`src/rtl/counter_regs_pkg.sv`:
```
// Shared constants for the counter register block and its bus arbiter:
// register map, version word, timeout defaults and arbiter FSM encoding.
package counter_regs_pkg;

  localparam int AW_DEF      = 4;
  localparam int DW_DEF      = 32;
  localparam int TIMEOUT_DEF = 15;

  localparam logic [3:0] REG_VERSION = 4'h0;
  localparam logic [3:0] REG_START   = 4'h1;
  localparam logic [3:0] REG_WE      = 4'h2;
  localparam logic [3:0] REG_SET     = 4'h3;
  localparam logic [3:0] REG_COUNT   = 4'h4;

  localparam logic [31:0] VERSION  = 32'h2012_0911;
  localparam logic [31:0] ERR_DATA = 32'hDEAD_BEEF;

  typedef enum logic [1:0] {
    ST_IDLE  = 2'd0,
    ST_ISSUE = 2'd1,
    ST_WAIT  = 2'd2,
    ST_RESP  = 2'd3
  } arb_state_e;

endpackage

```
`src/rtl/rr_arb2.sv`:
```
// Two-way round-robin picker: a lone request wins outright, a tie goes to
// the requester that was not granted last time. Purely combinational.
module rr_arb2 (
  input  logic [1:0] req,
  input  logic       last,
  output logic [1:0] gnt
);

  // one-hot grant selection
  always_comb begin
    gnt = 2'b00;
    case (req)
      2'b01:   gnt = 2'b01;
      2'b10:   gnt = 2'b10;
      2'b11:   gnt = last ? 2'b01 : 2'b10;
      default: gnt = 2'b00;
    endcase
  end

endmodule

```
`src/rtl/counter_reg_arbiter.sv`:
```
// Shares the counter register bus between the JTAG bridge (m0) and the host
// bridge (m1): round-robin, one outstanding transaction, slave-ack timeout.
module counter_reg_arbiter
  import counter_regs_pkg::*;
#(
  parameter int              AW       = AW_DEF,
  parameter int              DW       = DW_DEF,
  parameter int              TIMEOUT  = TIMEOUT_DEF,
  parameter logic [DW-1:0]   ERR_DATA = counter_regs_pkg::ERR_DATA
) (
  input  logic          clk,
  input  logic          rst_n,
  input  logic          m0_req,
  input  logic          m0_we,
  input  logic [AW-1:0] m0_addr,
  input  logic [DW-1:0] m0_wdata,
  output logic          m0_ack,
  output logic          m0_err,
  output logic [DW-1:0] m0_rdata,
  input  logic          m1_req,
  input  logic          m1_we,
  input  logic [AW-1:0] m1_addr,
  input  logic [DW-1:0] m1_wdata,
  output logic          m1_ack,
  output logic          m1_err,
  output logic [DW-1:0] m1_rdata,
  output logic          s_req,
  output logic          s_we,
  output logic [AW-1:0] s_addr,
  output logic [DW-1:0] s_wdata,
  input  logic          s_ack,
  input  logic [DW-1:0] s_rdata
);

  localparam int TW = $clog2(TIMEOUT + 1);

  arb_state_e    state_r;
  arb_state_e    state_nxt_s;
  logic [1:0]    gnt_s;
  logic          grant_r;
  logic          last_r;
  logic [TW-1:0] tmo_r;
  logic          done_s;
  logic          timeout_s;

  rr_arb2 u_rr_arb2 (
    .req  ({m1_req, m0_req}),
    .last (last_r),
    .gnt  (gnt_s)
  );

  // state register
  always_ff @(posedge clk or negedge rst_n) begin
    if (!rst_n) begin
      state_r <= ST_IDLE;
    end else begin
      state_r <= state_nxt_s;
    end
  end

  // next state; an s_ack outside ISSUE/WAIT is stale and ignored
  always_comb begin
    state_nxt_s = state_r;
    done_s      = 1'b0;
    timeout_s   = 1'b0;
    case (state_r)
      ST_IDLE: begin
        if (|gnt_s) begin
          state_nxt_s = ST_ISSUE;
        end else begin
          state_nxt_s = ST_IDLE;
        end
      end
      ST_ISSUE: begin
        if (s_ack) begin
          state_nxt_s = ST_RESP;
          done_s      = 1'b1;
        end else begin
          state_nxt_s = ST_WAIT;
        end
      end
      ST_WAIT: begin
        if (s_ack) begin
          state_nxt_s = ST_RESP;
          done_s      = 1'b1;
        end else if (tmo_r == TW'(TIMEOUT - 1)) begin
          state_nxt_s = ST_RESP;
          done_s      = 1'b1;
          timeout_s   = 1'b1;
        end else begin
          state_nxt_s = ST_WAIT;
        end
      end
      ST_RESP: state_nxt_s = ST_IDLE;
      default: state_nxt_s = ST_IDLE;
    endcase
  end

  // slave-side issue: latch winner's fields, pulse s_req, run timeout counter
  always_ff @(posedge clk or negedge rst_n) begin
    if (!rst_n) begin
      s_req   <= 1'b0;
      s_we    <= 1'b0;
      s_addr  <= '0;
      s_wdata <= '0;
      grant_r <= 1'b0;
      last_r  <= 1'b1;
      tmo_r   <= '0;
    end else begin
      s_req <= 1'b0;
      if (state_r == ST_IDLE && (|gnt_s)) begin
        s_req   <= 1'b1;
        grant_r <= gnt_s[1];
        s_we    <= gnt_s[1] ? m1_we    : m0_we;
        s_addr  <= gnt_s[1] ? m1_addr  : m0_addr;
        s_wdata <= gnt_s[1] ? m1_wdata : m0_wdata;
        tmo_r   <= '0;
      end else if ((state_r == ST_ISSUE || state_r == ST_WAIT) && tmo_r != {TW{1'b1}}) begin
        tmo_r <= tmo_r + TW'(1);
      end
      if (state_r == ST_RESP) begin
        last_r <= grant_r;
      end
    end
  end

  // requester-side completion; only the winner's outputs change
  always_ff @(posedge clk or negedge rst_n) begin
    if (!rst_n) begin
      m0_ack   <= 1'b0;
      m0_err   <= 1'b0;
      m0_rdata <= '0;
      m1_ack   <= 1'b0;
      m1_err   <= 1'b0;
      m1_rdata <= '0;
    end else begin
      m0_ack <= 1'b0;
      m1_ack <= 1'b0;
      if (done_s && !grant_r) begin
        m0_ack   <= 1'b1;
        m0_err   <= timeout_s;
        m0_rdata <= timeout_s ? ERR_DATA : s_rdata;
      end else if (done_s && grant_r) begin
        m1_ack   <= 1'b1;
        m1_err   <= timeout_s;
        m1_rdata <= timeout_s ? ERR_DATA : s_rdata;
      end
    end
  end

endmodule

```
`config.mk`:
```
export PLATFORM = sky130hd
export DESIGN_NAME = counter_reg_arbiter
export DESIGN_NICKNAME = d
export VERILOG_FILES = /design/src/rtl/counter_regs_pkg.sv /design/src/rtl/rr_arb2.sv /design/src/rtl/counter_reg_arbiter.sv
export SDC_FILE = /design/constraint.sdc
export NUM_CORES = 1
export LEC_CHECK = 0
export BUFFER_PORTS_ARGS = -buffer_cell sky130_fd_sc_hd__buf_2
export CAP_MARGIN = 10
export CORE_MARGIN = 1
export CORE_UTILIZATION = 45
export CTS_CLUSTER_SIZE = 10
export DETAILED_ROUTE_END_ITERATION = 7
export PLACE_DENSITY = 0.76
export SYNTH_ARGS = -nofsm -noshare
export SYNTH_HDL_FRONTEND = slang
export SYNTH_SLANG_ARGS = --single-unit
export TNS_END_PERCENT = 5
```
`constraint.sdc`:
```
create_clock -name clk -period 2.4 [get_ports clk]
set_input_delay 0.48 -clock clk [delete_from_list [all_inputs] [get_ports clk]]
set_output_delay 0.48 -clock clk [all_outputs]
set_load 0.05 [all_outputs]
```
### Yosys cells after proc, flatten, opt, wreduce, memory -nomap -nowiden

Cells that the tools add are included.

| word-level totals | value |
|---|---|
| word-level logic and storage cells | 57 |
| input bits | 111 |
| bits in registers | 114 |

| cells by class | value |
|---|---|
| bitwise operators | 1 |
| reductions and logical operators | 10 |
| mux-type cells | 23 |
| eq/ne operators | 8 |
| add/subtract/negate cells | 1 |

Operator list:

| kind | count |
|---|---|
| 32-bit 2-to-1 mux | 2 |
| 1-bit 2-to-1 mux | 14 |
| 4-bit 2-to-1 mux | 3 |
| 2-bit == test, second input constant | 4 |
| 2-bit one-hot mux with 4 select lines | 1 |
| 2-bit one-hot mux with 3 select lines | 1 |
| 4-bit by 1-bit adder with 4-bit output, second input constant | 1 |
| 2-bit by 1-bit == test with 1-bit output, second input constant | 2 |
| 4-bit == test, second input constant | 1 |
| 1-bit logical AND | 4 |
| 4-bit inequality test, second input constant | 1 |
| 2-bit logical NOT | 1 |
| 2-bit 2-to-1 mux | 1 |
| 1-bit one-hot mux with 2 select lines | 1 |
| 2-bit AND reduction | 1 |
| 2-bit nonzero test | 1 |
| 2-bit OR reduction | 1 |
| 1-bit logical NOT | 1 |
| 1-bit logical OR | 1 |
| 1-bit NOT | 1 |

### Depth between registers and ports, before layout

Gate-level depths: netlist (run 1).

| depth | value |
|---|---|
| depth in word-level cells | 7 |
| depth in mapped cells | 7 |
| mapped depth without buffers | 5 |

### Modules after synthesis

From an unflattened synthesis (run 1), not the netlist that was laid out.

| unflattened totals | value |
|---|---|
| cells, all modules | 403 |
| area, all modules | 5078.6 sq um |

By module, submodules not included:

| module | cells an instance | instances | seq. area each (sq um) | area each (sq um) |
|---|---|---|---|---|
| counter_reg_arbiter | 400 | 1 | 2854.0 | 5059.9 |
| rr_arb2 | 3 | 1 | 0.0 | 18.8 |

### Worst setup path before layout (run 1)

OpenSTA, ideal clock, no wires.

| timing | value |
|---|---|
| path type | reg-to-reg |
| start | reg state_r[0] |
| end | reg m0_rdata[10] |
| data required time | 2275 ps |
| clock period less this slack | 1937 ps |
| buffers on the path | 1 |
| path slack | 463 ps |
| arrival | 1812 ps |
| library setup time | 125 ps |
| cell stages (with the launch flop) | 7 |
| cells stage by stage | dfrtp_1 > inv_1 > ha_1 > a41oi_4 > nor4_4 > buf_6 > mux2_4 |

| on the way | value |
|---|---|
| cells in the longest elaborated chain, start to end | 3 |
| elaborated cells on any way between the ends | 6 |

Ends and longest elaborated chain:

| what | RTL line | text |
|---|---|---|
| start: declaration | counter_reg_arbiter.sv:37 | `arb_state_e state_r;` |
| start signal: assignment | counter_reg_arbiter.sv:57 | `state_r <= state_nxt_s;` |
| 2-bit == test / 2-bit by 1-bit == test with 1-bit output (equally long branches) | counter_reg_arbiter.sv:66 | `case (state_r)` |
| 1-bit one-hot mux with 2 select lines / 1-bit 2-to-1 mux (equally long branches) | counter_reg_arbiter.sv:66 |  |
| 1-bit logical AND / 32-bit 2-to-1 mux (equally long branches) | counter_reg_arbiter.sv:139, counter_reg_arbiter.sv:142 |  |
| end signal: assignment | counter_reg_arbiter.sv:142 | `m0_rdata <= timeout_s ? ERR_DATA : s_rdata;` |
| end: declaration | counter_reg_arbiter.sv:19 | `output logic [DW-1:0] m0_rdata,` |

Several ways; a longest one is shown, not always the timed one.
A chain may end at the register's enable or synchronous reset.

### Final worst setup path (run 1)

| timing | value |
|---|---|
| start | reg state_r[0] |
| end | reg m0_err |

| on the way | value |
|---|---|
| cells in the longest elaborated chain, start to end | 3 |
| elaborated cells on any way between the ends | 5 |

Ends and longest elaborated chain:

| what | RTL line | text |
|---|---|---|
| 2-bit == test / 2-bit by 1-bit == test with 1-bit output (equally long branches) | counter_reg_arbiter.sv:66 |  |
| 1-bit one-hot mux with 2 select lines | counter_reg_arbiter.sv:66 |  |
| 1-bit logical AND | counter_reg_arbiter.sv:139 | `if (done_s && !grant_r) begin` |
| end signal: assignment | counter_reg_arbiter.sv:141 | `m0_err <= timeout_s;` |
| end: declaration | counter_reg_arbiter.sv:18 | `output logic m0_err,` |

Several ways; a longest one is shown, not always the timed one.

==> flow_metrics.tcl, run 1 <==
set metrics [dict create \
    ys_types 30 \
    cp_data_required_time_ns 2.78 \
    irDropWorstVdd_mv 1.13 \
    gp_congestion 0.772 \
    hold_class "primary input to register" \
    critPathMaxFanout 17 \
    ys_seq_area_share_pct 56.3 \
    die_h_um 108 \
    fillers 856 \
    synthTopCellsByCount "dfrtp_1, mux2i_1, o21ai_0" \
    synth_top_area_cell "dfrtp_1" \
    worstPathArrival_ns 2.40 \
    num_antenna_cells 0 \
    areaGrowthSynthToFinish_pct 37.7 \
    synthFlopType "dfrtp_1" \
    synth_edf_count 0 \
    cts.sinks 114 \
    startpoint_type "register" \
    via_per_inst 4.91 \
    num_rows 38 \
    finalHoldViolations 0 \
    grt_usage_pct 21.6 \
    postRouteWirelength_um 11900 \
    crit_start "state_r[0]" \
    leakagePower_nw 3.56 \
    path_class "register to register" \
    path_depth 6 \
    setup_viol 0 \
    drt_iter0_drc 209 \
    rrSetupSlack_ns 0.38 \
    routed-via-count 3823 \
    cap_viol_max_count 0 \
    port_buffers 216 \
    yosys-top-cells-area "dfrtp_1, mux2i_1, mux2_2, mux2_4, o21ai_0" \
    drc 0 \
    crit_chain "inv_1 -> ha_1 -> a41oi_4 -> nor4_4 -> buf_4 -> mux2_2" \
    ys_async_sr_fraction_pct 100 \
    slowest_stage "dfrtp_1" \
    dr.pass1.iters 4 \
    maxSlewViolCount 0 \
    r2r-start "state_r[0]" \
    synth_top_cell_area_share_pct 55.8 \
    holdWs_ns 0.263 \
    endpoint "m0_err" \
    die_w_um 108 \
    r2r_cells 6 \
    grt_pass1_wl_um 19300 \
    min_period_ns 2.02 \
    clk_path_buf_depth 2 \
    htree_levels 4 \
    yosysMostFrequentCell "dfrtp_1" \
    clock_skew_ns 0.00831 \
    syn_inst 400 \
    syn-cell-area_um2 5060 \
    outcome "complete, no violations" \
    powerDensity_nw_per_um2 1750 \
    clkTransAtPathRegs_ns 0.05 \
    syn-num-nets 517 \
    fmax_ghz 0.495 \
    finalNetCount 742 \
    grt_max_degree 55 \
    yosysWarningCount 0 \
    cts_root_buffer "clkbuf_8" \
    wire_per_inst_um 15.3 \
    worst_slew_pin_slew_ns 0.582 \
    rsz0062_at_grt "no" \
    dieArea_um2 11700 \
    dpl.hpwl_um 8650 \
    end_kind "register" \
    boundaryPins 217 \
    core_region_area_um2 10900 \
    clock_latency_ns 0.51 \
    ant_nets 0 \
    syn_area_per_cell_um2 12.7 \
    start_util_pct 46.5 \
    crit_buf_inv 2 \
    setup_tns_ns 0 \
    ys_seq_elements 114 \
    final_util_pct 64.1 \
    antenna_found_initial 0 \
    cp_top_family "buffers and inverters" \
    cpPeakStageDelay_ns 0.39 \
    slew_headroom_pct 61.2 \
    rr_endpoint "m0_err" \
    post-route-period-util_pct 84.2 \
    drive_gt1_share_pct 50.2 \
    cts_buffers 17 \
    overflow 0 \
    cts_tree "built" \
    grt_pass1_vias 3968 \
]
placed cells by master, fill, tap and decap left out, types with 6 or more instances in the layout:
cell       netlist  final
buf_4            3     14
nand2_1         38     38
inv_1           21     21
o21ai_0         47     47
mux2_2          30     30
mux2i_1         53     53
dfrtp_1        113    113
o21bai_1        24     24
buf_2            5    215
ha_1             6      6
mux2_4          21     21
clkbuf_8         0      6
clkbuf_16        0     16
sequential cells by signal, summed over array words and instances, names as in the netlist:
register  cells
s_we          1
s_addr        4
m1_ack        1
m0_err        1
state_r       2
grant_r       1
m0_rdata     32
m0_ack        1
tmo_r         4
s_req         1
m1_rdata     32
last_r        1
s_wdata      32
m1_err        1
worst min-delay path by stage:
stage | startpoint | end | slack, ns | cells past startpoint
finish | m0_wdata[13] | s_wdata[13] | 0.26 | 3
global route | m0_wdata[18] | s_wdata[18] | 0.27 | 3
CTS | m0_wdata[0] | s_wdata[0] | 0.25 | 3
detailed placement | s_wdata[31] | s_wdata[31] | 0.46 | 2
global placement | s_wdata[6] | s_wdata[6] | 0.46 | 2
floorplan | rst_n | grant_r | 0.18 | 0
cells by family after synthesis:
logic type / after synthesis / share of synthesized area, %
AO/OA/AOI/OAI: 82 / 10.2
adder cells (fa/ha/maj): 6 / 1.48
buffers and inverters: 47 / 4.27
flip-flops: 114 / 56.3
multiplexers: 104 / 23.4
AND/OR/NAND/NOR: 47 / 4.32
metrics by stage:
step | instances | power (mW) | cell area (um^2) | worst slack [ns]
after floorplan | 400 | 8.10 | 5060 | 0.463
after global placement | 745 | 9.42 | 6330 | 0.436
after detailed placement | 745 | 9.60 | 6330 | 0.365
after CTS | 778 | 12.3 | 6980 | 0.357
after global routing | 778 | 12.8 | 6980 | 0.243
final | 778 | 12.2 | 6980 | 0.379
power breakdown:
part	switching [mW]	internal, mW	leakage [nW]
clock network	0.839	1.82	0.310
logic	4.47	1.68	1.86
registers	0.533	2.87	1.38
worst reg2reg max path, stage by stage, from the launching register on:
cell,delay [ns]
dfrtp_1,0.39
inv_1,0.09
ha_1,0.24
a41oi_4,0.18
nor4_4,0.26
buf_4,0.35
mux2_2,0.39
repair_timing:
item | in CTS | in global routing
hold endpoints to repair | 41 | 0
setup buffers | 0 | 0
gates resized for setup | 0 | 0
hold buffers | 1 | 0
metal layers:
metal | up-vias | GRT usage [%] | part of all wire, %
li1 | 1848 | - | -
met1 | 1825 | 26.8 | 43
met2 | 136 | 36.0 | 50
met3 | 14 | 6.03 | 5.8
met4 | 0 | 7.93 | 1.5
met5 | - | 0 | 0
area by class of cell:
class / count / area, um^2 / share of cell area [%]
Clock buffer: 23 / 487 / 6.98
Sequential cell: 114 / 2850 / 40.9
Clock inverter: 9 / 150 / 2.15
Tap cell: 140 / 175 / 2.51
Timing Repair Buffer: 231 / 1210 / 17.4
Multi-Input combinational cell: 239 / 2020 / 28.9
Inverter: 22 / 82.6 / 1.18
Note: power is estimated with default switching activity, not from simulation.
==> inputs of run 2 (changes only) <==
--- a/config.mk
+++ b/config.mk
@@ -8,7 +8,7 @@
 export BUFFER_PORTS_ARGS = -buffer_cell sky130_fd_sc_hd__buf_2
 export CAP_MARGIN = 10
 export CORE_MARGIN = 1
-export CORE_UTILIZATION = 45
+export CORE_UTILIZATION = 43
 export CTS_CLUSTER_SIZE = 10
 export DETAILED_ROUTE_END_ITERATION = 7
 export PLACE_DENSITY = 0.76
==> constraint.sdc (replaced) <==
create_clock -name clk -period 1.7 [get_ports clk]
set_input_delay 0.34 -clock clk [delete_from_list [all_inputs] [get_ports clk]]
set_output_delay 0.34 -clock clk [all_outputs]
set_load 0.05 [all_outputs]
==> flow_metrics.tcl, run 2 (same netlist as run 1, synthesis figures left out) <==
set metrics [dict create \
    htree_levels 4 \
    grt_usage_pct 21.5 \
    final_common_cell "buf_2" \
    grtUsageMet3_pct 5.60 \
    fmax_ghz 0.535 \
    cpPeakStageDelay_ns 0.35 \
    crit_chain "inv_2 -> buf_6 -> ha_4 -> inv_4 -> nor4_4 -> buf_4 -> buf_16 -> mux2_4" \
    cts_root_buffer "clkbuf_16" \
    start_util_pct 44.2 \
    overflow 0 \
    grtUsageMet1_pct 26.3 \
    drc 0 \
    num_antenna_cells 0 \
    finalNetCount 762 \
    hold_class "primary input to register" \
    irDropWorstVdd_mv 1.38 \
    setup_viol 66 \
    final_util_pct 64.0 \
    dieArea_um2 12200 \
    crit_buf_inv 5 \
    finalHoldViolations 0 \
    cts.sinks 114 \
    setup_ws_ns -0.168 \
    leakagePower_nw 3.74 \
    core_region_area_um2 11500 \
    worst_slew_pin_slew_ns 0.373 \
    wire_per_inst_um 15.6 \
    cp_top_family "buffers and inverters" \
    met2_usage_pct 36.0 \
    outcome "complete, but fails checks" \
    top_regs "m0_rdata: 32 flops, m1_rdata: 32 flops, s_wdata: 32 flops" \
    clk_path_buf_depth 2 \
    cts_buffers 17 \
    slowest_stage "dfrtp_1" \
    clock_skew_ns 0.00640 \
    end_kind "register" \
    die_w_um 111 \
    grt_max_degree 75 \
    clock_latency_ns 0.40 \
    port_buffers 216 \
    dr.pass1.iters 4 \
    drt_iter0_drc 101 \
    violations "setup timing" \
    gp_congestion 0.735 \
    routed-via-count 3959 \
    post-place-cells 756 \
    layout.cells.non_filler 801 \
    num_rows 39 \
    critPathMaxFanout 7 \
    worstPathArrival_ns 2.16 \
    cts_tree "built" \
    power_mw 17.6 \
    post-route-period-util_pct 110 \
    drive_gt1_share_pct 52.1 \
    antenna_found_initial 0 \
    cap_viol_max_count 0 \
    clkTransAtPathRegs_ns 0.05 \
    powerDensity_nw_per_um2 2390 \
    holdWs_ns 0.220 \
    via_per_inst 4.94 \
    fillers 873 \
    rsz0062_at_grt "yes" \
    areaGrowthSynthToFinish_pct 44.9 \
    grt_pass1_wl_um 20600 \
    cp_data_required_time_ns 1.99 \
    ant_nets 0 \
    postRouteWirelength_um 12500 \
    die_h_um 111 \
    boundaryPins 217 \
    maxSlewViolCount 0 \
    path_class "register to register" \
    final_cell_mix "buf_2, dfrtp_1, mux2i_1" \
    min_period_ns 1.87 \
    top_usage_layer "met2" \
    slew_headroom_pct 75.1 \
    dpl.hpwl_um 8350 \
    grt_pass1_vias 4218 \
    startpoint_type "register" \
]
==> run 2: cell types whose count changed in the layout (fill, tap and decap cells not counted), sizes merged <==
cell,delta
buf,+19
clkbuf,+4
bufinv,-4
bufbuf,+1
clkinvlp,-2
clkinv,+2
==> run 2: layout make-up <==
class	instances	area, um^2	share of cell area [%]
inverters	22	85.1	1.16
multi-input cells	239	2130	29.0
well taps	143	179	2.44
clock inverters	5	25.0	0.341
repair buffers	251	1560	21.2
clock buffers	27	513	6.99
flip-flops and latches	114	2850	38.9
==> run 2: where the power goes <==
part	leakage [nW]	internal [mW]	total [mW]	switching, mW
clock	0.271	2.04	3.20	1.16
combinational	2.09	3.05	9.56	6.51
sequential	1.38	4.06	4.81	0.753
==> run 2: routing by layer <==
metal / vias up / part of all wire [%]
met5: - / 0
met4: 0 / 1.5
met3: 19 / 5.7
met2: 152 / 50
met1: 1900 / 43
li1: 1888 / -
==> run 2: worst paths after layout <==
| check | startpoint | end | slack (ns) | cells after the start |
|---|---|---|---|---|
| hold reg to reg | s_wdata[22] | s_wdata[22] | 0.47 | 2 |
| min in group asynchronous | rst_n | m1_rdata[29] | 0.48 | 3 |
| setup / recovery | state_r[1] | m0_rdata[28] | -0.17 | 8 |
| setup reg to reg | state_r[1] | m0_rdata[28] | -0.17 | 8 |
| hold / removal | m0_wdata[16] | s_wdata[16] | 0.22 | 3 |
| max in group asynchronous | rst_n | last_r | 0.91 | 3 |
==> run 2: repair_timing <==
| action | 4_1_cts | 5_1_grt |
|---|---|---|
| setup buffers | 8 | 1 |
| pin swaps | 4 | 3 |
| hold endpoints to repair | 113 | 0 |
| gates cloned | 5 | 0 |
| endpoints found under the setup margin | 65 | 68 |
| hold buffers | 1 | 0 |
| gates resized for setup | 37 | 8 |
==> run 2: worst register-to-register path, stage by stage (launching register included) <==
cell and delay (ns):
dfrtp_1 0.35, inv_2 0.05, buf_6 0.11, ha_4 0.29, inv_4 0.04, nor4_4 0.24, buf_4 0.22, buf_16 0.15
mux2_4 0.30
==> run 2: metrics by stage <==
step / cell area [um^2] / setup WS [ns] / setup TNS [ns]
2_1_floorplan: 5090 / -0.219 / -7.12
3_3_place_gp: 6470 / -0.155 / -7.49
3_5_place_dp: 6470 / -0.226 / -10.56
4_1_cts: 7320 / -0.197 / -8.96
5_1_grt: 7340 / -0.245 / -13.64
6_report: 7340 / -0.168 / -7.82
==> inputs of run 3 (changes only) <==
--- a/config.mk
+++ b/config.mk
@@ -5,7 +5,7 @@
 export SDC_FILE = /design/constraint.sdc
 export NUM_CORES = 1
 export LEC_CHECK = 0
-export BUFFER_PORTS_ARGS = -buffer_cell sky130_fd_sc_hd__buf_2
+export BUFFER_PORTS_ARGS = -buffer_cell sky130_fd_sc_hd__buf_4
 export CAP_MARGIN = 10
 export CORE_MARGIN = 1
 export CORE_UTILIZATION = 43
==> flow_metrics.tcl, run 3 (same netlist as run 1, synthesis figures left out) <==
set metrics [dict create \
    outcome "complete, but fails checks" \
    violations "setup timing" \
    crit_chain "inv_2 -> ha_4 -> a41oi_4 -> nor4_4 -> buf_6 -> buf_12 -> buf_12 -> mux2i_2" \
    end_kind "register" \
    dpl.hpwl_um 9020 \
    cap_viol_max_count 0 \
    hold_class "primary input to register" \
    grt_usage_pct 21.9 \
    final_cell_mix "buf_4, dfrtp_1, mux2i_1" \
    clk_path_buf_depth 2 \
    drt_iter0_drc 159 \
    postRouteWirelength_um 12900 \
    drc 0 \
    min_period_ns 1.88 \
    cts.sinks 114 \
    clock_latency_ns 0.40 \
    die_w_um 111 \
    post-route-period-util_pct 111 \
    routed-via-count 3955 \
    core_region_area_um2 11500 \
    drive_gt1_share_pct 53.1 \
    r2r-start "state_r[0]" \
    areaGrowthSynthToFinish_pct 54.7 \
    num_antenna_cells 0 \
    crit_buf_inv 4 \
    powerDensity_nw_per_um2 2390 \
    cp_data_required_time_ns 2.00 \
    slew_headroom_pct 65.5 \
    gp_congestion 0.748 \
    grt_pass1_wl_um 21100 \
    grt_pass1_vias 4239 \
    grt_max_degree 75 \
    irDropWorstVdd_mv 1.54 \
    dr.pass1.iters 4 \
    slowest_stage "dfrtp_1" \
    die_h_um 111 \
    top_regs "m0_rdata: 32 flops, m1_rdata: 32 flops, s_wdata: 32 flops" \
    finalNetCount 759 \
    worst_slew_pin_slew_ns 0.518 \
    maxSlewViolCount 0 \
    critPathMaxFanout 9 \
    dieArea_um2 12200 \
    port_buffers 216 \
    leakagePower_nw 3.87 \
    overflow 0 \
    cts_buffers 17 \
    layout.cells.non_filler 797 \
    startpoint_type "register" \
    via_per_inst 4.96 \
    path_common_cell "buf_12" \
    power_mw 18.8 \
    path_class "register to register" \
    antenna_found_initial 0 \
    rsz0062_at_grt "yes" \
    post-place-cells 759 \
    cts_root_buffer "clkbuf_16" \
    setup_ws_ns -0.183 \
    ant_nets 0 \
    hp-start "m0_wdata[14]" \
    boundaryPins 217 \
    cts_tree "built" \
    final_util_pct 68.3 \
    crit_start "state_r[0]" \
    worstPathArrival_ns 2.19 \
    final_common_cell "buf_4" \
    cp_top_family "buffers and inverters" \
    cpPeakStageDelay_ns 0.40 \
    htree_levels 4 \
    num_rows 39 \
    setup_viol 66 \
    clkTransAtPathRegs_ns 0.05 \
    clock_skew_ns 0.0110 \
    start_util_pct 44.2 \
    finalHoldViolations 0 \
    wire_per_inst_um 16.2 \
    fmax_ghz 0.531 \
]
run 3: changes by cell type in the layout (fill, tap and decap cells not counted), sizes merged:
cell | before | now
bufbuf | 1 | 0
clkbuf | 27 | 22
bufinv | 0 | 4
buf | 249 | 246
clkinvlp | 0 | 1
run 3: timing repair:
| item | 4_1_cts | 5_1_grt |
|---|---|---|
| hold buffers | 1 | 0 |
| cloned | 2 | 1 |
| buffers inserted | 3 | 1 |
| endpoints found under the hold margin | 29 | 0 |
| pin swaps | 1 | 1 |
| endpoints found under the setup margin | 67 | 71 |
| gates resized for setup | 15 | 8 |
run 3: area by class of cell:
class | count | area, um^2
clock inverter | 10 | 156
sequential | 114 | 2860
inverter | 22 | 85.1
timing repair buffer | 248 | 2010
fill | 810 | 3630
clock buffer | 21 | 470
tap | 143 | 179
multi-input combinational | 239 | 2080
run 3: stage by stage:
step | hold slack, ns | TNS, ns | instance area [um^2] | setup slack, ns
floorplan | 0.0444 | -7.12 | 5090 | -0.219
global placement | 0.342 | -6.03 | 7030 | -0.164
detailed placement | 0.346 | -10.62 | 7030 | -0.271
CTS | 0.213 | -10.02 | 7790 | -0.197
global route | 0.231 | -11.82 | 7840 | -0.223
finish | 0.222 | -7.19 | 7840 | -0.183
run 3: path summary, 6_finish.rpt:
kind	cells after the start	slack, ns	end
hold / removal	3	0.22	s_wdata[14]
setup / recovery	8	-0.18	m0_rdata[8]
hold reg to reg	2	0.48	s_wdata[1]
max in group asynchronous	3	0.67	tmo_r[1]
min in group asynchronous	2	0.45	m1_rdata[24]
setup reg to reg	8	-0.18	m0_rdata[8]
run 3: report_power, final:
part / total [mW] / switching, mW / internal (mW)
clock: 3.74 / 1.19 / 2.55
sequential: 4.90 / 0.838 / 4.06
combinational: 10.1 / 6.50 / 3.62
total: 18.8 / 8.53 / 10.2
run 3: metal layers:
layer,wire [um],part of all wire (%),vias to the layer above,GRT usage (%)
met4,165,1.3,0,7.11
met3,789,6.1,14,6.59
met5,0,0,-,0
li1,-,-,1869,-
met1,5350,41,1912,27.1
met2,6600,51,160,36.6
run 3: worst min-delay path, stage by stage:
cell	delay, ns
buf_4	0.08
mux2i_1	0.05
o21ai_0	0.12
